## config.mk

```make
export PLATFORM = sky130hd
export DESIGN_NAME = dr_byte_loader
export DESIGN_NICKNAME = d
export VERILOG_FILES = /design/src/rtl/dr_byte_loader_pkg.sv /design/src/rtl/dr_byte_loader.sv
export SDC_FILE = /design/constraint.sdc
export NUM_CORES = 1
export LEC_CHECK = 0
export CAP_MARGIN = 20
export CORE_AREA = 8 8 81 83
export DETAILED_ROUTE_END_ITERATION = 7
export DIE_AREA = 0 0 89 91
export PLACE_DENSITY = 0.82
export SLEW_MARGIN = 25
export SYNTH_ARGS = -nofsm -noshare
export SYNTH_HDL_FRONTEND = slang
export SYNTH_SLANG_ARGS = --single-unit
```

## constraint.sdc

```tcl
create_clock -name Clock -period 5.32 [get_ports Clock]
set_input_delay 0.532 -clock Clock [delete_from_list [all_inputs] [get_ports Clock]]
set_output_delay 0.532 -clock Clock [all_outputs]
set_load 0.03 [all_outputs]
```

## src/rtl/dr_byte_loader_pkg.sv

```systemverilog
// Shared definitions for the DR byte-load sequencer: mode encodings (identical
// to DR's FunSel codes), FSM state enum and small mode-decoding helpers.
package dr_byte_loader_pkg;

  localparam logic [1:0] MODE_BYTE_S  = 2'b00;
  localparam logic [1:0] MODE_BYTE_U  = 2'b01;
  localparam logic [1:0] MODE_WORD_BE = 2'b10;
  localparam logic [1:0] MODE_WORD_LE = 2'b11;

  typedef enum logic [2:0] {
    IDLE  = 3'd0,
    REQ   = 3'd1,
    WRITE = 3'd2,
    DONE  = 3'd3,
    ERR   = 3'd4
  } state_t;

  function automatic logic is_word_mode(input logic [1:0] mode);
    return mode[1];
  endfunction

  function automatic logic [2:0] bytes_needed(input logic [1:0] mode);
    return is_word_mode(mode) ? 3'd4 : 3'd1;
  endfunction

endpackage

```

## src/rtl/dr_byte_loader.sv

```systemverilog
// Byte-serial load sequencer feeding the 32-bit data register: fetches one or
// four bytes from byte-wide memory and presents each with a one-cycle DR enable.
module dr_byte_loader
  import dr_byte_loader_pkg::*;
#(
  parameter int ADDR_W = 16
) (
  input  logic              Clock,
  input  logic              Reset,
  input  logic              Start,
  input  logic [ADDR_W-1:0] Addr,
  input  logic [1:0]        Mode,
  output logic [ADDR_W-1:0] MemAddr,
  output logic              MemRead,
  input  logic [7:0]        MemData,
  input  logic              MemValid,
  output logic [7:0]        DR_I,
  output logic              DR_E,
  output logic [1:0]        DR_FunSel,
  output logic              Busy,
  output logic              Done,
  output logic              AlignErr
);

  state_t              state_q, state_d;
  logic [ADDR_W-1:0]   base_q, base_d;
  logic [2:0]          count_q, count_d;
  logic [1:0]          mode_q, mode_d;
  logic [ADDR_W-1:0]   mem_addr_q, mem_addr_d;
  logic                mem_read_q, mem_read_d;
  logic [7:0]          dr_i_q, dr_i_d;
  logic                dr_e_q, dr_e_d;
  logic                busy_q, busy_d;
  logic                done_q, done_d;
  logic                align_err_q, align_err_d;
  logic [2:0]          count_inc;

  assign count_inc = count_q + 3'd1;

  always_comb begin
    state_d     = state_q;
    base_d      = base_q;
    count_d     = count_q;
    mode_d      = mode_q;
    mem_addr_d  = mem_addr_q;
    mem_read_d  = mem_read_q;
    dr_i_d      = dr_i_q;
    busy_d      = busy_q;
    dr_e_d      = 1'b0;
    done_d      = 1'b0;
    align_err_d = 1'b0;

    unique case (state_q)
      IDLE: begin
        if (Start) begin
          base_d  = Addr;
          mode_d  = Mode;
          count_d = 3'd0;
          busy_d  = 1'b1;
          // Misaligned word requests are rejected before any memory access.
          if (is_word_mode(Mode) && (Addr[1:0] != 2'b00)) begin
            state_d     = ERR;
            align_err_d = 1'b1;
          end else begin
            state_d    = REQ;
            mem_read_d = 1'b1;
            mem_addr_d = Addr;
          end
        end
      end

      REQ: begin
        if (MemValid) begin
          state_d    = WRITE;
          mem_read_d = 1'b0;
          dr_e_d     = 1'b1;
          dr_i_d     = MemData;
        end
      end

      WRITE: begin
        count_d = count_inc;
        if (count_inc == bytes_needed(mode_q)) begin
          state_d = DONE;
          done_d  = 1'b1;
        end else begin
          state_d    = REQ;
          mem_read_d = 1'b1;
          mem_addr_d = base_q + ADDR_W'(count_inc);
        end
      end

      DONE: begin
        state_d = IDLE;
        busy_d  = 1'b0;
      end

      ERR: begin
        state_d = IDLE;
        busy_d  = 1'b0;
      end

      default: begin
        state_d    = IDLE;
        busy_d     = 1'b0;
        mem_read_d = 1'b0;
      end
    endcase
  end

  always_ff @(posedge Clock) begin
    if (Reset) begin
      state_q     <= IDLE;
      base_q      <= '0;
      count_q     <= 3'd0;
      mode_q      <= 2'b00;
      mem_addr_q  <= '0;
      mem_read_q  <= 1'b0;
      dr_i_q      <= 8'h00;
      dr_e_q      <= 1'b0;
      busy_q      <= 1'b0;
      done_q      <= 1'b0;
      align_err_q <= 1'b0;
    end else begin
      state_q     <= state_d;
      base_q      <= base_d;
      count_q     <= count_d;
      mode_q      <= mode_d;
      mem_addr_q  <= mem_addr_d;
      mem_read_q  <= mem_read_d;
      dr_i_q      <= dr_i_d;
      dr_e_q      <= dr_e_d;
      busy_q      <= busy_d;
      done_q      <= done_d;
      align_err_q <= align_err_d;
    end
  end

  // The latched mode doubles as DR's function select; the codes are identical.
  assign MemAddr   = mem_addr_q;
  assign MemRead   = mem_read_q;
  assign DR_I      = dr_i_q;
  assign DR_E      = dr_e_q;
  assign DR_FunSel = mode_q;
  assign Busy      = busy_q;
  assign Done      = done_q;
  assign AlignErr  = align_err_q;

endmodule

```

==> results.sh <==
export IMPL_outcome="completed"
export IMPL_via_count=2347
export IMPL_core_area_um2=5340
export IMPL_maxCapViolCount=0
export IMPL_placement_io_buffers=60
export IMPL_period_minus_slack_ns=2.49
export IMPL_cts_setup_buffers=0
export IMPL_min_path_type="flop to flop"
export IMPL_std_cell_rows=27
export IMPL_clockBufferDepth=2
export IMPL_hold_violations=0
export IMPL_antenna_found_initial=0
export IMPL_fin_worst_skew_ns=0.0109
export IMPL_ys_flop_type="dfxtp_1"
export IMPL_nFillCells=498
export IMPL_synth_cells=307
export IMPL_synth_mux_area_share_pct=0.388
export IMPL_area_growth_pct=26.3
export IMPL_antennaDiodeCount=0
export IMPL_synth_cell_types=48
export IMPL_crit_chain="ha_1, xnor2_1, inv_1, ha_1, nor2b_1, o211ai_1, xor2_1, a211o_1, a21oi_2"
export IMPL_tightest_slew_ns=0.929
export IMPL_clk_pin_slew_ns=0.10
export IMPL_yosys_area_top_type="dfxtp_1"
export IMPL_wl_um=6650
export IMPL_cts_resized=0
export IMPL_timing_fmax_mhz=402
export IMPL_avgSynthCellArea_um2=8.41
export IMPL_place_congestion=0.812
export IMPL_nets=391
export IMPL_startpoint_type="flop"
export IMPL_fin_crit_sh_pct=46.8
export IMPL_vias_per_cell=5.47
export IMPL_dieArea_um2=8100
export IMPL_synth_fa_ha_area_share_pct=2.71
export IMPL_synth_seq_area_share_pct=41.1
export IMPL_synth_top_cells_by_count="nand2_1 (67), dfxtp_1 (53), a21oi_1 (30)"
export IMPL_grt_usage_pct=17.0
export IMPL_critPathMaxStageDelay_ns=0.47
export IMPL_synth_xor_area_share_pct=3.73
export IMPL_fin_ws_ns=2.83
export IMPL_worstRegToRegCells=9
export IMPL_r2r_slack_ns=2.83
export IMPL_yosys_warnings=0
export IMPL_drive_above_1_share_pct=9.24
export IMPL_critPathSlowestCell="o211ai_1"
export IMPL_irDropWorstVdd_mv=0.150
export IMPL_netlist_area_um2=2580
export IMPL_yosys_top_cells_area="dfxtp_1 (41%), nand2_1 (9.7%), a21oi_1 (5.8%), o221ai_2 (3.5%), nor2_1 (2.8%)"
export IMPL_critPathMaxFanout=5
export IMPL_slew_violations=0
export IMPL_start_util_pct=48.4
export IMPL_async_flop_share_pct=0
export IMPL_synth_top_family_by_area="simple AND/OR/NAND/NOR gates"
export IMPL_grt_pass1_vias=2384
export IMPL_detail_route_wl_per_cell_um=15.5
export IMPL_synth_compound_area_share_pct=21.2
export IMPL_r2r_start="count_q[0]"
export IMPL_rsz0062_at_grt="false"
export IMPL_postRouteAntennaNets=0
export IMPL_die_y_um=91
export IMPL_r2r_end="MemAddr[6]"
export IMPL_critPathCapture="MemAddr[6]"
export IMPL_finalSetupTns_ns=0
export IMPL_relSlewSlack_pct=38.1
export IMPL_yosysTopAreaCellShare_pct=41.1
export IMPL_synth_fp_nets=342
export IMPL_drc_errors=0
export IMPL_finalSetupViolCount=0
export IMPL_detailed_place_hpwl_um=4750
export IMPL_cts_hold_buf=0
export IMPL_clockRootBuffer="clkbuf_8"
export IMPL_path_class="flop to flop"
export IMPL_cts_max_level=2
export IMPL_cts_sinks=53
export IMPL_synth_simple_area_share_pct=25.4
export IMPL_firstDrtPassIters=5
export IMPL_synth_seq_cells=53
export IMPL_io_pins=61
export IMPL_grt_first_pass_wirelength_um=11200
export IMPL_synth_most_common_cell="nand2_1"
export IMPL_grt_max_degree=47
export IMPL_fp_dieW_um=89
export IMPL_leakage_nw=1.11
export IMPL_cts_buffers=5
export IMPL_worstPathArrival_ns=2.73
export IMPL_synth_edf_count=0
export IMPL_drtIter0Drc=151
export IMPL_cp_required_ns=5.56
export IMPL_cp_end_kind="flop"
export IMPL_power_density_nw_per_um2=267
export IMPL_crit_top_cell="ha_1"
export IMPL_cts_tree="yes"
export IMPL_clock_latency_ns=0.31
export IMPL_overflow=0
export IMPL_dp_slack_ns=2.65
export IMPL_crit_start="count_q[0]"
sequential cells by signal, summed over array words and instances, names as in the netlist:
signal     count
Done           1
Busy           1
DR_E           1
AlignErr       1
MemAddr       16
DR_I           8
count_q        3
base_q        16
MemRead        1
DR_FunSel      2
state_q        3
cell usage in the layout (no fill, tap or decap), types with 6 or more instances in the layout:
master           count
nor2_1              19
a21oi_1             30
nand3_1             14
o221ai_2             6
xnor2_1              6
nand2_1             67
clkdlybuf4s50_1     59
nor3_1               9
o21ai_0              7
inv_1                8
dfxtp_1             53
a211oi_1             6
worst min-delay path by stage:
stage | cells past startpoint | slack [ns] | end | start
CTS | 2 | 0.46 | DR_I[1] | DR_I[1]
detailed placement | 2 | 0.45 | DR_I[1] | DR_I[1]
floorplan | 2 | 0.44 | base_q[0] | base_q[0]
global placement | 2 | 0.44 | DR_I[0] | DR_I[0]
global route | 2 | 0.48 | DR_I[1] | DR_I[1]
finish | 2 | 0.46 | DR_I[1] | DR_I[1]
layer usage:
| metal | vias up | track usage (%) | wire length [um] |
|---|---|---|---|
| met4 | 0 | 4.30 | 58 |
| met3 | 7 | 7.21 | 668 |
| met1 | 1103 | 20.9 | 2740 |
| met5 | - | 0 | 0 |
| li1 | 1164 | - | - |
| met2 | 73 | 26.6 | 3190 |
layout make-up:
class / count / area [um^2] / area share, %
clock buffers: 6 / 72.6 / 2.22
inverters: 9 / 33.8 / 1.04
flip-flops and latches: 53 / 1060 / 32.5
repair buffers: 60 / 596 / 18.3
multi-input cells: 227 / 1400 / 42.8
well taps: 72 / 90.1 / 2.76
clock inverters: 2 / 13.8 / 0.422
stage by stage:
stage	area (um^2)	cells	power, W	hold slack [ns]	utilization, %
after global routing	3260	429	0.000916	0.483	61.1
after detailed placement	3170	421	0.000652	0.447	59.4
after CTS	3250	429	0.000876	0.461	61.0
final	3260	429	0.000871	0.458	61.1
after floorplan	2580	307	0.000579	0.441	-
after global placement	3160	421	0.000645	0.441	59.2
cells by family (layout without fill, tap and decap cells):
kind of cell	count (synthesis)	in the layout
and+or+nand+nor	136	136
AOI/OAI and AO/OA	74	74
DFF	53	53
buffers and inverters	27	77
xor gates and xnor gates	11	11
adders and majority gates	5	5
muxes	1	1
worst max-delay path, delay by kind of cell, from the launching register on:
| kind | cells | cell delay, ns |
|---|---|---|
| AO/OA/AOI/OAI | 3 | 0.92 |
| buffers and inverters | 1 | 0.08 |
| XOR/XNOR | 2 | 0.36 |
| flip-flops | 1 | 0.34 |
| adder cells (fa/ha/maj) | 2 | 0.56 |
| AND/OR/NAND/NOR | 1 | 0.18 |
report_power, final:
group          switching (W)  leakage, nW  internal, W
Sequential         0.0000226        0.433     0.000423
Combinational       0.000116        0.631    0.0000822
Clock               0.000133       0.0456    0.0000941
Note: power is estimated with default switching activity, not from simulation.
